[src/rtl/mem_uart_dump_pkg.sv]
// Shared definitions for the RAM <-> UART streaming blocks: FSM encoding,
// UART byte width and RAM geometry defaults common with the collector.
package mem_uart_dump_pkg;

    localparam int BYTE_W     = 8;
    localparam int RAM_ADDR_W = 14;
    localparam int RAM_DATA_W = 14;

    typedef enum logic [2:0] {
        S_IDLE     = 3'd0,
        S_READ     = 3'd1,
        S_WAIT_MEM = 3'd2,
        S_SEND     = 3'd3,
        S_ACK      = 3'd4,
        S_DRAIN    = 3'd5
    } dump_state_t;

    // Byte k of a (zero-extended) word, LSB byte first.
    function automatic logic [BYTE_W-1:0] word_byte(input logic [2*BYTE_W-1:0] word,
                                                    input logic idx);
        return idx ? word[2*BYTE_W-1:BYTE_W] : word[BYTE_W-1:0];
    endfunction

endpackage

[src/rtl/mem_uart_dump.sv]
// Streams NUM_DATA RAM words to the UART TX byte interface, LSB byte first.
// One RAM read per word, then SEND/ACK/DRAIN handshake per byte.
module mem_uart_dump import mem_uart_dump_pkg::*; #(
    parameter int NUM_DATA       = 40,
    parameter int ADDR_W         = RAM_ADDR_W,
    parameter int DATA_W         = RAM_DATA_W,
    parameter int BYTES_PER_WORD = 2
) (
    input  logic              clk,
    input  logic              rst,
    input  logic              start,
    output logic              mem_rd_en,
    output logic [ADDR_W-1:0] mem_rd_addr,
    input  logic [DATA_W-1:0] mem_rd_data,
    output logic [BYTE_W-1:0] tx_data,
    output logic              tx_start,
    input  logic              tx_busy,
    output logic              busy,
    output logic              done,
    output logic [ADDR_W-1:0] sent_count
);

    localparam logic [ADDR_W-1:0] LAST_ADDR = ADDR_W'(NUM_DATA - 1);
    localparam logic              LAST_BYTE = 1'(BYTES_PER_WORD - 1);

    dump_state_t         state, state_n;
    logic [ADDR_W-1:0]   addr;
    logic [DATA_W-1:0]   word_reg;
    logic                byte_idx;
    logic [BYTE_W-1:0]   tx_data_q;
    logic                start_prev;
    logic [2*BYTE_W-1:0] word_ext;
    logic [BYTE_W-1:0]   byte_sel;
    logic                start_edge, last_byte, last_word, drain_done;

    assign start_edge = start & ~start_prev;
    assign last_byte  = (byte_idx == LAST_BYTE);
    assign last_word  = (addr == LAST_ADDR);
    assign drain_done = (state == S_DRAIN) && !tx_busy;
    assign word_ext   = (2*BYTE_W)'(word_reg);
    assign byte_sel   = word_byte(word_ext, byte_idx);

    assign mem_rd_addr = addr;
    // Present the new byte in the tx_start cycle itself, then hold it until the next SEND.
    assign tx_data     = tx_start ? byte_sel : tx_data_q;

    always_ff @(posedge clk) begin
        if (rst) state <= S_IDLE;
        else     state <= state_n;
    end

    always_comb begin
        state_n   = state;
        mem_rd_en = 1'b0;
        tx_start  = 1'b0;
        done      = 1'b0;
        case (state)
            S_IDLE:     if (start_edge && !busy) state_n = S_READ;
            S_READ: begin
                mem_rd_en = 1'b1;
                state_n   = S_WAIT_MEM;
            end
            S_WAIT_MEM: state_n = S_SEND;
            S_SEND: if (!tx_busy) begin
                tx_start = 1'b1;
                state_n  = S_ACK;
            end
            S_ACK:      state_n = S_DRAIN;
            S_DRAIN: if (!tx_busy) begin
                if (!last_byte)     state_n = S_SEND;
                else if (last_word) begin
                    done    = 1'b1;
                    state_n = S_IDLE;
                end
                else                state_n = S_READ;
            end
            default:    state_n = S_IDLE;
        endcase
    end

    always_ff @(posedge clk) begin
        if (rst) begin
            addr       <= '0;
            sent_count <= '0;
            busy       <= 1'b0;
            start_prev <= 1'b0;
            word_reg   <= '0;
            byte_idx   <= 1'b0;
            tx_data_q  <= '0;
        end else begin
            start_prev <= start;
            if (state == S_IDLE && start_edge && !busy) begin
                addr       <= '0;
                sent_count <= '0;
                busy       <= 1'b1;
            end
            if (state == S_WAIT_MEM) begin
                word_reg <= mem_rd_data;
                byte_idx <= 1'b0;
            end
            if (tx_start)
                tx_data_q <= byte_sel;
            if (drain_done) begin
                if (!last_byte) begin
                    byte_idx <= byte_idx + 1'b1;
                end else begin
                    sent_count <= sent_count + 1'b1;
                    if (last_word) busy <= 1'b0;
                    else           addr <= addr + 1'b1;
                end
            end
        end
    end

endmodule

[config.mk]
export PLATFORM = sky130hd
export DESIGN_NAME = mem_uart_dump
export DESIGN_NICKNAME = d
export VERILOG_FILES = /design/src/rtl/mem_uart_dump_pkg.sv /design/src/rtl/mem_uart_dump.sv
export SDC_FILE = /design/constraint.sdc
export NUM_CORES = 1
export LEC_CHECK = 0
export BUFFER_PORTS_ARGS = -buffer_cell sky130_fd_sc_hd__buf_2
export CAP_MARGIN = 30
export CORE_ASPECT_RATIO = 1.2
export CORE_MARGIN = 5
export CORE_UTILIZATION = 50
export DETAILED_ROUTE_END_ITERATION = 8
export PLACE_DENSITY = 0.74
export SLEW_MARGIN = 15
export SYNTH_ARGS = -nofsm -noshare
export SYNTH_HDL_FRONTEND = slang
export SYNTH_SLANG_ARGS = --single-unit
export TNS_END_PERCENT = 50
[constraint.sdc]
create_clock -name clk -period 2 [get_ports clk]
set_input_delay 0 -clock clk [delete_from_list [all_inputs] [get_ports clk]]
set_output_delay 0 -clock clk [all_outputs]
set_load 0.005 [all_outputs]
Word level (Yosys, flattened, before mapping). Index checks and enable logic that the tools add are counted.

Add/sub/neg operators: 3. $mul: 0. Divide/modulo/power cells: 0. Magnitude comparators: 0. Eq/ne operators: 9. Shifts and indexed selects: 0. Multiplexer cells: 29. Bitwise gates (word level): 2. Reductions and logical operators: 8.

Operators with widths (count): $mux W14 (7); $add A14 B1 Y14 const B (2); $pmux W3 S6 (1); $mux W8 (2); $mux W1 (15); $eq A14 B6 Y1 const B (1); $mux W3 (3); $eq A3 B2 Y1 const B (2); $eq A3 B3 Y1 const B (2); $ne A2 B2 Y1 const B (3); $logic_and A1 B1 Y1 (4); $eq A3 B1 Y1 const B (1); $logic_not A3 Y1 (1); $reduce_and A3 Y1 (1); $logic_not A1 Y1 (2); $mux W2 (1); $add A1 B1 Y1 const B (1); $and A1 B1 Y1 (1); $not A1 Y1 (1).

Register bits: 56. Bits in latches: 0. RAM bits: 0. ROM bits: 0. Input bits: 18. Output and inout bits: 40. Word-level logic and storage cells: 59. Memories kept: 0.

Longest topological paths before layout.
Word-level depth: 8. Mapped depth: 7. Gate-level depth less buffers: 6.

Worst setup path before layout. OpenSTA, ideal clock, no wires.

Path kind: register -> register. Start point: register addr[0] (netlist: mem_rd_addr[0]). End point: register addr[12] (netlist: mem_rd_addr[12]). Setup time: 0.074 ns. Arrival time: 1.626 ns. Setup slack: 0.299 ns. Cell stages (with the launch flop): 6. Path through: dfxtp_1 > ha_1 > nand4_1 > or4_4 > or3_1 > a31oi_1.

Cells in the longest elaborated chain, start to end: 4. Elaborated cells between the ends (all ways): 5. Those cells by class: 1 x add/sub; 1 x eq/ne; 3 x mux.

Ends and longest elaborated chain: start: declaration (line mem_uart_dump.sv:27) `logic [ADDR_W-1:0] addr;`; start signal: assignment (line mem_uart_dump.sv:109) `else addr <= addr + 1'b1;`; $add A14 B1 Y14 / $eq A14 B6 Y1 (equally long branches) (line mem_uart_dump.sv:109, mem_uart_dump.sv:38); $mux W14 * (line mem_uart_dump.sv:108) `if (last_word) busy <= 1'b0;`; $mux W14 * (line mem_uart_dump.sv:104) `if (!last_byte) begin`; $mux W14 * (line mem_uart_dump.sv:103) `if (drain_done) begin`.

Mark *: on every way between the ends. The rest lies on a longest branch, timed or not. A chain may end at the register's enable or synchronous reset.

Final worst setup path.
Start point: register state[1]. End point: output port tx_data[0].

Cells in the longest elaborated chain, start to end: 3.

Ends and longest elaborated chain: start: declaration (line mem_uart_dump.sv:26) `dump_state_t state, state_n;`; start signal: assignment (line mem_uart_dump.sv:49) `else state <= state_n;`; $eq A3 B2 Y1 (line mem_uart_dump.sv:57) `case (state)`; $mux W1 (line mem_uart_dump.sv:57); $mux W8 (line mem_uart_dump.sv:45) `assign tx_data = tx_start ? byte_sel : tx_data_q;`; end: declaration (line mem_uart_dump.sv:15) `output logic [BYTE_W-1:0] tx_data,`.

No other way between the ends.

==> metrics.md <==
| Metric | Value |
|---|---|
| Worst Setup End Kind | `output port` |
| Sw frac | `26.4%` |
| Worst path arrival time | `1890 ps` |
| H-tree depth | `2` |
| Minimum clock period | `1890 ps` |
| Port Buf Inserts | `57` |
| Hpwl dp | `4680 um` |
| Fillcell total | `477` |
| Synth Warn # | `0` |
| DP Worst Slack | `151 ps` |
| HP Class | `input pin to flip-flop` |
| DRT Pass-1 Iters | `4` |
| Clock Skews | `3.79 ps` |
| Clock net sink count | `56` |
| Die area | `0.00688 mm2` |
| Setup TNS Final | `0 ps` |
| Fmax achieved | `529 MHz` |
| Chip width | `76.6 um` |
| Final slew viol count | `0` |
| Multi-input gate area | `0.00143 mm2` |
| Post-CTS setup buffers | `0` |
| Top-count cell post-synth | `dfxtp_1` |
| Synthesized flop and latch total | `56` |
| Synth Area per Inst | `8.44 um2` |
| DRC viols | `0` |
| Clock power frac | `30.1%` |
| Detailed Route Iter0 Violations | `130` |
| Synth area leader | `dfxtp_1` |
| Worst Path Max Fanout | `15` |
| Final hold vios | `0` |
| MaxCap Viol Count | `0` |
| Sequential fraction of the synthesis area | `42.2%` |
| TritonCTS clock tree | `yes` |
| Top post-synthesis cells by area | `dfxtp_1 42%, nand2_1 7.1%, a21oi_1 5.6%, nand3_1 3.2%, nor2_1 3.1%` |
| Clock-pin transition on the worst setup and hold timing paths | `100 ps` |
| Clock Path Buffers | `2` |
| NumNets Final | `411` |
| DR vias/cell | `5.68` |
| CP Data Required Time | `2000 ps` |
| Sw Pwr | `0.562 mW` |
| Leakage dissipation | `1.28 nW` |
| Mapped cell area | `0.00266 mm2` |
| Main synth FF type | `dfxtp_1` |
| Grt total ovfl | `0` |
| Sequential power share | `56.4%` |
| Later-pin clock latency in the skew report | `310 ps` |
| Row Count | `29` |
| Height of the die | `89.9 um` |
| Top-area cell type share of the netlist area | `42.2%` |
| Top cells by count, synth | `56 x dfxtp_1, 50 x nand2_1, 30 x a21oi_1` |
| Asr flop ratio synth | `0%` |
| Slew margin rel. | `61.5%` |
| Pint | `1.57 mW` |
| Met3 GRT Util | `4.10%` |
| EDFF count, synth | `0` |
| GRT Util Overall | `19.5%` |
| Status | `completed` |
| Number of global-route vias before repair | `2514` |
| First-pass GRT wire length | `11500 um` |
| Fin crit share | `94.6%` |
| Post-Syn Nets | `335` |
| GPL Wtd Cong | `0.836` |
| Share of total power in combinational logic | `13.5%` |
| Core Box Area | `0.00523 mm2` |
| Starting Density | `50.9%` |
| Post-DRT Antenna Nets | `0` |
| Post-route setup slack | `109 ps` |
| Sequential cell area | `0.00112 mm2` |
| Distinct cell type count after synthesis | `62` |
| RSZ-0062 raised after global routing | `false` |
| Final setup vio count | `0` |
| Synth Instances | `315` |
| Area Growth Syn to Fin | `23.4%` |
| Num CTS Buffers | `5` |
| Fin Hold WS | `12.3 ps` |
| Worst-margin pin slew | `573 ps` |
| Routed WL per cell | `14.6 um` |
| Non-filler cells, final | `454` |
| Worst setup SP type | `flip-flop` |
| Antenna Cells | `0` |
| GR Util met2 | `34.0%` |
| GR peak layer | `met2` |
| Max VDD drop | `0.000491 V` |
| Via count | `2578` |
| Io pins | `58` |
| Dpl cells | `431` |
| Final WL | `6630 um` |
| Layout cells sized above 1 | `23.2%` |
| Root buf cell | `clkbuf_8` |
| GRT met1 Usage | `23.7%` |
| Largest net degree at the start of global routing | `34` |
| Initial antenna violation count | `0` |
| Setup CP Type | `flip-flop to output port` |
| Pwr/cell area | `649 mW/mm2` |
cell families after synthesis:
family | after synthesis | synth area share (%)
AO/OA/AOI/OAI | 78 | 19.5
AND/OR/NAND/NOR | 141 | 28.3
flip-flops | 56 | 42.2
XOR/XNOR | 6 | 1.98
adder cells (fa/ha/maj) | 2 | 0.941
multiplexers | 8 | 3.01
buffers and inverters | 24 | 4.05
worst max-delay path: stages (launching register included):
cell and delay, ps:
dfxtp_1 560, or3b_4 470, clkinv_4 130, nor2_1 50
a21oi_1 190, buf_2 170
layout by cell type (no fill, tap or decap), drive strengths merged, types with 4 or more instances in the layout:
cell / netlist / final
a21oi: 32 / 32
a31oi: 4 / 4
buf: 5 / 67
clkbuf: 8 / 6
dfxtp: 56 / 56
dlygate4sd3: 0 / 15
inv: 10 / 10
mux2i: 8 / 8
nand2: 50 / 50
nand3: 18 / 18
nand4: 6 / 6
nor2: 22 / 22
nor2b: 7 / 7
nor3: 9 / 9
o211ai: 6 / 6
o21ai: 6 / 6
o41ai: 4 / 4
or4: 4 / 4
xnor2: 4 / 4
through the flow:
stage	area (um2)	utilization, %	total power, mW
6_report	3280	62.7	2.13
5_1_grt	3280	62.7	2.23
4_1_cts	3280	62.7	2.14
3_5_place_dp	3030	58.1	1.49
3_3_place_gp	3030	58.1	1.48
2_1_floorplan	2660	-	1.40
worst paths after layout:
path	startpoint	slack (ps)	depth (start not counted)	endpoint
min reg2reg	word_reg[1]$_SDFFE_PP0P_	460	2	word_reg[1]$_SDFFE_PP0P_
max reg2reg	state[1]$_SDFFE_PP0P_	180	4	sent_count[4]$_SDFF_PP0_
max	state[1]$_SDFFE_PP0P_	110	5	tx_data[0]
min	rst	10	2	start_prev$_SDFF_PP0_
power groups by stage:
| stage | Clock (mW) | Combinational, mW | Sequential [mW] |
|---|---|---|---|
| floorplan | 0 | 0.192 | 1.21 |
| global placement | 0 | 0.256 | 1.22 |
| detailed placement | 0 | 0.262 | 1.22 |
| CTS | 0.659 | 0.285 | 1.20 |
| global route | 0.703 | 0.323 | 1.21 |
| finish | 0.641 | 0.286 | 1.20 |
area by class of cell:
cell class                 instances  share of cell area [%]
timing repair buffer              82                    15.6
tap                               62                    2.37
clock inverter                     2                   0.305
clock buffer                       6                    2.52
inverter                          11                    1.41
multi-input combinational        235                    43.6
sequential                        56                    34.2
timing repair:
action,CTS,global route
hold buffers,15,0
endpoints found under the hold margin,15,0
setup endpoints to repair,0,9
gates resized for setup,0,2
layer usage:
layer	wire length, um	vias up
li1	-	1301
met1	2840	1202
met2	3360	69
met3	372	6
met4	53	0
met5	0	-
Note: power is estimated with default switching activity, not from simulation.
